==> src/rtl/ddr3_addr_dly_sequencer.sv <==
// Address/command IOD delay-line sequencer: turns one tap request at a time into
// per-lane LOAD / DIRECTION / MOVE pulses and tracks a shadow tap count per lane.
module ddr3_addr_dly_sequencer #(
    parameter int unsigned NUM_LANES = 16,
    parameter int unsigned TAP_W     = 8,
    parameter int unsigned MAX_TAP   = 255,
    parameter int unsigned INIT_TAP  = 1,
    parameter int unsigned MOVE_GAP  = 4,
    parameter int unsigned LOAD_WAIT = 4,
    localparam int unsigned LaneW    = (NUM_LANES > 1) ? $clog2(NUM_LANES) : 1
) (
    input  logic                 FAB_CLK,
    input  logic                 ARST_N,
    input  logic                 req_valid,
    output logic                 req_ready,
    input  logic                 req_op,
    input  logic [LaneW-1:0]     req_lane,
    input  logic [TAP_W-1:0]     req_tap,
    output logic                 done,
    output logic                 err,
    output logic [TAP_W-1:0]     cur_tap,
    output logic [NUM_LANES-1:0] DELAY_LINE_MOVE,
    output logic [NUM_LANES-1:0] DELAY_LINE_DIRECTION,
    output logic [NUM_LANES-1:0] DELAY_LINE_LOAD,
    input  logic [NUM_LANES-1:0] DELAY_LINE_OUT_OF_RANGE
);

    localparam int unsigned MaxWait = (MOVE_GAP > LOAD_WAIT) ? MOVE_GAP : LOAD_WAIT;
    localparam int unsigned CntW    = (MaxWait > 1) ? $clog2(MaxWait + 1) : 1;

    typedef enum logic [2:0] {
        StIdle,
        StSetup,
        StMove,
        StGap,
        StLoad,
        StLwait,
        StFin
    } state_e;

    state_e             state_q, state_d;
    logic [LaneW-1:0]   lane_q, lane_d;
    logic               op_q, op_d;
    logic [TAP_W-1:0]   tap_q, tap_d;
    logic               dir_q, dir_d;
    logic               err_q, err_d;
    logic [CntW-1:0]    cnt_q, cnt_d;
    logic [TAP_W-1:0]   cur_tap_q, cur_tap_d;
    logic [TAP_W-1:0]   shadow_q [NUM_LANES];
    logic [TAP_W-1:0]   shadow_d [NUM_LANES];

    logic                 lane_ok;
    logic                 tap_ok;
    logic [LaneW-1:0]     lane_idx;
    logic [NUM_LANES-1:0] lane_oh;
    logic [TAP_W-1:0]     cur_shadow;
    logic [TAP_W-1:0]     fin_tap;

    // Illegal lanes are steered to index 0 but masked out of every pulse and write.
    assign lane_ok    = {1'b0, lane_q} < (LaneW + 1)'(NUM_LANES);
    assign tap_ok     = {1'b0, tap_q} <= (TAP_W + 1)'(MAX_TAP);
    assign lane_idx   = lane_ok ? lane_q : '0;
    assign lane_oh    = lane_ok ? (NUM_LANES'(1) << lane_idx) : '0;
    assign cur_shadow = shadow_q[lane_idx];
    assign fin_tap    = lane_ok ? cur_shadow : '0;

    always_comb begin
        state_d              = state_q;
        lane_d               = lane_q;
        op_d                 = op_q;
        tap_d                = tap_q;
        dir_d                = dir_q;
        err_d                = err_q;
        cnt_d                = cnt_q;
        cur_tap_d            = cur_tap_q;
        shadow_d             = shadow_q;
        req_ready            = 1'b0;
        done                 = 1'b0;
        err                  = 1'b0;
        cur_tap              = cur_tap_q;
        DELAY_LINE_MOVE      = '0;
        DELAY_LINE_DIRECTION = '0;
        DELAY_LINE_LOAD      = '0;

        case (state_q)
            StIdle: begin
                req_ready = 1'b1;
                if (req_valid) begin
                    lane_d  = req_lane;
                    op_d    = req_op;
                    tap_d   = req_tap;
                    dir_d   = 1'b0;
                    err_d   = 1'b0;
                    state_d = StSetup;
                end
            end
            StSetup: begin
                if (!lane_ok || (!op_q && !tap_ok)) begin
                    err_d   = 1'b1;
                    state_d = StFin;
                end else if (op_q) begin
                    state_d = StLoad;
                end else if (tap_q == cur_shadow) begin
                    state_d = StFin;
                end else begin
                    dir_d                = tap_q > cur_shadow;
                    DELAY_LINE_DIRECTION = (tap_q > cur_shadow) ? lane_oh : '0;
                    state_d              = StMove;
                end
            end
            StMove: begin
                DELAY_LINE_MOVE      = lane_oh;
                DELAY_LINE_DIRECTION = dir_q ? lane_oh : '0;
                shadow_d[lane_idx]   = dir_q ? cur_shadow + TAP_W'(1) : cur_shadow - TAP_W'(1);
                cnt_d                = CntW'(MOVE_GAP - 1);
                state_d              = StGap;
            end
            StGap: begin
                DELAY_LINE_DIRECTION = dir_q ? lane_oh : '0;
                if (|(DELAY_LINE_OUT_OF_RANGE & lane_oh)) begin
                    // Undo the step the IOD refused.
                    shadow_d[lane_idx] = dir_q ? cur_shadow - TAP_W'(1) : cur_shadow + TAP_W'(1);
                    err_d              = 1'b1;
                    state_d            = StFin;
                end else if (cnt_q == '0) begin
                    state_d = (cur_shadow == tap_q) ? StFin : StMove;
                end else begin
                    cnt_d = cnt_q - CntW'(1);
                end
            end
            StLoad: begin
                DELAY_LINE_LOAD    = lane_oh;
                shadow_d[lane_idx] = TAP_W'(INIT_TAP);
                cnt_d              = CntW'(LOAD_WAIT - 1);
                state_d            = StLwait;
            end
            StLwait: begin
                if (cnt_q == '0) begin
                    state_d = StFin;
                end else begin
                    cnt_d = cnt_q - CntW'(1);
                end
            end
            StFin: begin
                done                 = 1'b1;
                err                  = err_q;
                cur_tap              = fin_tap;
                cur_tap_d            = fin_tap;
                DELAY_LINE_DIRECTION = dir_q ? lane_oh : '0;
                state_d              = StIdle;
            end
            default: state_d = StIdle;
        endcase
    end

    always_ff @(posedge FAB_CLK or negedge ARST_N) begin
        if (!ARST_N) begin
            state_q   <= StIdle;
            lane_q    <= '0;
            op_q      <= 1'b0;
            tap_q     <= '0;
            dir_q     <= 1'b0;
            err_q     <= 1'b0;
            cnt_q     <= '0;
            cur_tap_q <= '0;
            for (int i = 0; i < NUM_LANES; i++) begin
                shadow_q[i] <= TAP_W'(INIT_TAP);
            end
        end else begin
            state_q   <= state_d;
            lane_q    <= lane_d;
            op_q      <= op_d;
            tap_q     <= tap_d;
            dir_q     <= dir_d;
            err_q     <= err_d;
            cnt_q     <= cnt_d;
            cur_tap_q <= cur_tap_d;
            shadow_q  <= shadow_d;
        end
    end

endmodule

==> config.mk <==
export PLATFORM = sky130hd
export DESIGN_NAME = ddr3_addr_dly_sequencer
export DESIGN_NICKNAME = d
export VERILOG_FILES = /design/src/rtl/ddr3_addr_dly_sequencer.sv
export SDC_FILE = /design/constraint.sdc
export NUM_CORES = 1
export LEC_CHECK = 0
export ABC_AREA = 1
export CAP_MARGIN = 10
export CORE_UTILIZATION = 40
export CTS_CLUSTER_DIAMETER = 40
export DETAILED_ROUTE_END_ITERATION = 10
export PLACE_DENSITY = 0.64
export SLEW_MARGIN = 0
export SYNTH_ARGS = -nofsm -noshare
export SYNTH_HDL_FRONTEND = slang
export SYNTH_SLANG_ARGS = --single-unit
==> constraint.sdc <==
create_clock -name FAB_CLK -period 9 [get_ports FAB_CLK]
set_input_delay 1.8 -clock FAB_CLK [delete_from_list [all_inputs] [get_ports FAB_CLK]]
set_output_delay 1.8 -clock FAB_CLK [all_outputs]
set_load 0.02 [all_outputs]
==> results.tsv, run 1 <==
stage	metric	value	unit
run_status	status	finished clean	
yosys	synth_largest_area_cell	dfrtp_1	
yosys	synth_cell_types	37	
worst_setup_path	cp_max_fo	31	
placement	hpwl	25000	microns
worst_setup_path	worst_path_most_repeated_cell	inv_1	
sta	fin_crit_sh	74.0	%
cts	clk_latency	0.44	ns
hold_path	hold_path.class	reg -> reg	
grt	grt_max_degree	101	
power_and_ir_drop	p_leak	5.96	nW
yosys	yosysTopAreaCellShare	34.5	%
route	routedWlPerCell	18.3	microns
sta	setup_viol	0	
final_layout	post_route_cells_drive_above_1_share	6.87	%
yosys	synth_ff_type	dfrtp_1	
grt	grt_pass1_wl	57100	microns
die	dieArea	26200	sq um
yosys	synth_top_family_by_area	simple AND/OR/NAND/NOR gates	
sta	grt_setup_unrepaired	no	
grt	antenna_found_initial	0	
placement	gp_congestion	0.934	
die	die_h	162	microns
sta	timing.final.ws_setup	2.34	ns
final_layout	area_growth	16.4	%
cts	root_buffer	clkbuf_16	
worst_setup_path	cpPeakStageDelay	0.80	ns
grt	grt_pass1_vias	9862	
placement	place_ws	2.86	ns
yosys	synth.avg_cell_area	6.36	sq um
die	core_area	25100	sq um
yosys	synth_xor_area_share	0.343	%
cts	hold_buffers	0	
worst_setup_path	cp.required	7.20	ns
yosys	synth-compound-area-share	9.36	%
yosys	synth.area.mux_share	0.428	%
final_layout	antenna_cells	0	
placement	port_buffers	90	
worst_setup_path	cp_num_buf_inv	5	
sta	tightest_slew	1.11	ns
sta	whs	0.474	ns
route	wl	36600	microns
die	start_util	40.7	%
grt	gr-total-overflow	0	
sta	skew	0.0102	ns
sta	tns	0	ns
sta	relSlewSlack	26.0	%
route	vias_per_cell	5.32	
yosys	yosys.area_share.simple	41.7	%
worst_setup_path	critPathKind	reg -> out	
yosys	yosys-top-cells-area	dfrtp_1 (35%), nand2_1 (25%), nor2_1 (8.1%)	
route	first_pass_iters	5	
worst_setup_path	r2r_slack	3.71	ns
yosys	synth_area	10200	sq um
grt	grt_usage	28.7	%
die	rows	58	
cts	cts_tree	built	
worst_setup_path	cpMaxStageDelayCell	inv_1	
worst_setup_path	start_kind	register	
yosys	yosys_warnings	0	
sta	min_period	6.66	ns
power_and_ir_drop	p_per_area	445	nW/um^2
final_layout	final_cell_mix	nand2_1 (684), nor2_1 (220), dfrtp_1 (140)	
worst_setup_path	worstSetupEndpointType	output port	
route	drc_errors	0	
cts	htree_levels	4	
final_layout	layout_commonest_cell	nand2_1	
sta	finalHoldViolations	0	
route	ant_nets	0	
yosys	synth-edff-count	0	
sta	fmax	150	MHz
route	dr_total_vias	10665	
die	ios	91	
cts	clkTransAtPathRegs	0.06	ns
worst_setup_path	cp_data_arrival_time	4.86	ns
route	drtIter0Drc	1241	
yosys	synth_nets	1651	
final_layout	fin_nets	1704	
cts	postCtsSetupBuffers	0	
cts	cts.sinks	157	
worst_setup_path	critPathTopFamily	buffers and inverters	
cts	cts_resized	0	
power_and_ir_drop	max-vdd-ir-drop	0.294	mV
job	drv_cap	0	
worst_setup_path	crit_chain	inv_1 -> nor2_2 -> inv_1 -> o21ai_0 -> o21ai_0 -> nand2_1 -> nor2_1 -> ha_1 -> nand2_1 -> inv_1 -> nand3_1 -> nor3_1 -> a21oi_1 -> nand3_1 -> nand2_1 -> inv_1 -> nor2_1 -> clkdlybuf4s50_1	
yosys	synthCells	1607	
cts	cts.path.max_buffers	2	
yosys	async_flop_share	100	%
yosys	ys_seq_area_share	38.6	%
sta	report.final.slew_viol_count	0	
die	die_x	162	microns
yosys	synthAdderAreaFrac	1.47	%
yosys	ys_ff_latch	157	
cts	cts_made_buffers	17	
## final timing paths
kind	start	to	cells past startpoint
setup / recovery	lane_idx[1]$_DFFE_PN0P_	DELAY_LINE_DIRECTION[1]	18
hold / removal	shadow_q[120]$_DFFE_PN1P_	shadow_q[120]$_DFFE_PN1P_	2
setup reg to reg	lane_idx[0]$_DFFE_PN0P_	register	18
hold reg to reg	shadow_q[120]$_DFFE_PN1P_	shadow_q[120]$_DFFE_PN1P_	2
max in group asynchronous	ARST_N	async pin	2
min in group asynchronous	ARST_N	cnt_q[1]$_DFFE_PN0P_	1
## metrics by stage
step,cell area (sq um),cells,power (mW),utilization [%]
2_1_floorplan,10200,1607,3.32,-
3_3_place_gp,11300,1971,4.38,44.8
3_5_place_dp,11300,1971,4.42,44.8
4_1_cts,11900,2003,5.23,47.4
5_1_grt,11900,2003,5.65,47.4
6_report,11900,2003,5.30,47.4
## power by group
group / internal (mW) / switching [mW]
Combinational: 0.803 / 2.46
Sequential: 1.02 / 0.210
Clock: 0.483 / 0.321
Total: 2.31 / 2.99
## cell usage after synthesis (6+ instances only)
| cell type | instances |
|---|---|
| dfstp_2 | 16 |
| nand3_1 | 106 |
| o211ai_1 | 6 |
| nand2_1 | 684 |
| dfrtp_1 | 141 |
| nor2_1 | 220 |
| clkbuf_1 | 23 |
| o21ai_1 | 24 |
| or2_2 | 17 |
| buf_2 | 20 |
| a21oi_1 | 24 |
| buf_4 | 10 |
| o22ai_1 | 9 |
| inv_2 | 9 |
| ha_1 | 12 |
| nand4_1 | 9 |
| o21a_1 | 7 |
| o21ai_0 | 88 |
| nor2_2 | 12 |
| inv_1 | 121 |
| buf_1 | 6 |
| o21ai_2 | 8 |
## layer usage
metal,track usage [%],wire [microns],share of wire [%],vias up
met5,0,0,0,-
met4,13.0,1500,4.1,0
met3,4.60,2730,7.5,81
met2,45.5,16500,45,466
met1,38.5,15800,43,5002
li1,-,-,-,5116
## logic make-up after synthesis
| family | after synthesis |
|---|---|
| simple gates | 1061 |
| buf+inv | 196 |
| compound gates | 173 |
| flops | 157 |
| fa+ha+maj | 12 |
| xor+xnor | 4 |
| mux | 4 |
## final cells by class
| type | count | area [sq um] |
|---|---|---|
| clock buffer | 20 | 457 |
| clock inverter | 12 | 184 |
| fill | 2658 | 13200 |
| inverter | 133 | 499 |
| multi-input combinational | 1254 | 5440 |
| sequential | 157 | 3950 |
| tap | 330 | 413 |
| timing repair buffer | 97 | 955 |
## worst min-delay path: cells and delay by family (launching register included)
| kind | cells | cell delay [ns] |
|---|---|---|
| flip-flops | 1 | 0.37 |
| AND/OR/NAND/NOR | 1 | 0.05 |
| AO/OA/AOI/OAI | 1 | 0.05 |
(Power assumes the default switching activity.)
==> run 2: changes to the inputs <==
- clock period: 9 -> 6.2 ns (I/O delays scaled with it)
==> run 2 against run 1 <==
Net effect:
- largest power group unchanged
- setup slack lost 2.0 ns
- register-to-register slack worse by 2.1 ns
- non-clock buffer count rose by 11
- critical endpoint unchanged
- global-route usage up 0.20 points
- first-iteration DRC count decreased by 12%
==> results.tsv, run 2 (synthesis gave the netlist of run 1 again) <==
stage	metric	value	unit
run_status	status	finished clean	
cts	hold_buffers	0	
grt	grt_max_degree	64	
placement	hpwl	25600	microns
route	ant_nets	0	
placement	dpl_cell_area	11400	sq um
final_layout	area_growth	17.3	%
cts	cts_tree	built	
die	die_x	162	microns
grt	grt_pass1_vias	10023	
final_layout	layout.area.seq	3950	sq um
cts	clkTransAtPathRegs	0.07	ns
placement	gp_congestion	0.951	
worst_setup_path	critPathKind	reg -> out	
sta	tns	0	ns
sta	tightest_slew	1.25	ns
power_and_ir_drop	max-vdd-ir-drop	0.356	mV
placement	port_buffers	90	
die	die_h	162	microns
cts	root_buffer	clkbuf_16	
route	wl	36900	microns
worst_setup_path	crit_chain	inv_2 -> buf_12 -> nand2_1 -> nand2_1 -> nand2_1 -> nand2_1 -> nand2_1 -> nand2_1 -> nor2_2 -> ha_1 -> nand2_1 -> o21ai_0 -> nand3_1 -> nand2_1 -> nand2_1 -> a21oi_1 -> nand3_1 -> nand2_1 -> clkinvlp_4 -> nor2_1 -> clkdlybuf4s50_1	
sta	report.final.slew_viol_count	0	
cts	cts.path.max_buffers	2	
sta	setup_viol	0	
route	vias_per_cell	5.36	
worst_setup_path	start_kind	register	
power_and_ir_drop	totalPowerFinal	7.74	mW
hold_path	whs_path_depth	2	
cts	cts_resized	0	
cts	htree_levels	4	
sta	min_period	5.88	ns
final_layout	finalInstanceArea	12000	sq um
worst_setup_path	cpMaxStageDelayCell	clkdlybuf4s50_1	
hold_path	hold_path.class	reg -> reg	
die	rows	58	
sta	finalHoldViolations	0	
grt	grt_usage	28.9	%
worst_setup_path	worstSetupEndpointType	output port	
die	dieArea	26200	sq um
worst_setup_path	cp_data_arrival_time	4.64	ns
sta	relSlewSlack	16.5	%
placement	place_ws	0.813	ns
power_and_ir_drop	p_per_area	646	nW/um^2
cts	clk_latency	0.44	ns
job	drv_cap	0	
final_layout	fin_nets	1715	
worst_setup_path	worst_path_most_repeated_cell	nand2_1	
final_layout	utilization	47.7	%
final_layout	multiInputGateArea	5440	sq um
sta	grt_setup_unrepaired	no	
grt	gr-total-overflow	0	
final_layout	final_cell_mix	nand2_1 (684), nor2_1 (220), dfrtp_1 (140)	
cts	postCtsSetupBuffers	0	
grt	grt_pass1_wl	57700	microns
worst_setup_path	cp_max_fo	30	
cts	cts_made_buffers	17	
die	ios	91	
final_layout	post_route_cells_drive_above_1_share	7.60	%
final_layout	layout_commonest_cell	nand2_1	
worst_setup_path	cpPeakStageDelay	0.63	ns
sta	fin_crit_sh	94.9	%
power_and_ir_drop	p_leak	6.01	nW
cts	cts.sinks	157	
sta	skew	0.0133	ns
sta	timing.final.ws_setup	0.319	ns
worst_setup_path	cp.required	4.96	ns
sta	fmax	170	MHz
die	start_util	40.7	%
route	first_pass_iters	6	
worst_setup_path	r2r_cells	18	
route	drtIter0Drc	1087	
route	routedWlPerCell	18.3	microns
die	core_area	25100	sq um
grt	antenna_found_initial	0	
route	drc_errors	0	
final_layout	nFillCells	2616	
route	dr_total_vias	10793	
[run 2: changes by cell type in the layout (fill, tap and decap cells not counted), sizes merged]
cell / before / now
buf: 8 / 19
bufinv: 4 / 3
clkbuf: 20 / 17
clkinv: 7 / 8
diode: 0 / 1
inv: 133 / 136
[run 2: power breakdown]
group	total, mW	switching (mW)	internal [mW]
clock	1.16	0.506	0.650
combinational	4.79	3.57	1.22
sequential	1.79	0.310	1.48
total	7.74	4.39	3.35
[run 2: cell type report]
class | instances | share of cell area (%)
multi-input combinational | 1254 | 45.4
sequential | 157 | 33.0
timing repair buffer | 108 | 8.76
inverter | 133 | 4.20
clock buffer | 17 | 3.55
tap | 330 | 3.44
clock inverter | 15 | 1.66
antenna | 1 | 0.0209
[run 2: per-stage QoR]
| step | hold slack [ns] | std cells |
|---|---|---|
| after detailed placement | 0.465 | 1982 |
| after CTS | 0.480 | 2014 |
| after global placement | 0.462 | 1982 |
| final | 0.481 | 2015 |
| after floorplan | 0.449 | 1607 |
| after global routing | 0.506 | 2014 |
[run 2: routing by layer]
layer,part of all wire [%],global-route usage (%)
met1,44,39.2
met2,47,47.1
met3,6.8,3.91
met4,3.0,10.2
met5,0,0
[run 2: worst paths after layout]
kind                                           start                   endpoint  slack (ns)
max                          lane_idx[0]$_DFFE_PN0P_    DELAY_LINE_DIRECTION[1]        0.32
min                        shadow_q[120]$_DFFE_PN1P_  shadow_q[120]$_DFFE_PN1P_        0.48
max reg2reg                  lane_idx[0]$_DFFE_PN0P_                   register        1.64
min reg2reg                shadow_q[120]$_DFFE_PN1P_  shadow_q[120]$_DFFE_PN1P_        0.48
max in group asynchronous                     ARST_N                  async pin        4.17
min in group asynchronous                     ARST_N                  async pin        0.77
[run 2: critical path: cells and delay by family (launching register included)]
family | cells | cell delay [ns]
and+or+nand+nor | 14 | 1.39
buffers and inverters | 4 | 1.66
AOI/OAI and AO/OA | 2 | 0.28
DFF | 1 | 0.57
adders and majority gates | 1 | 0.30
==> run 3: changes to the inputs <==
- CORE_MARGIN: default -> 1
==> results of run 3 <==
Final layout, timing and power as in run 2 (identical DEF).
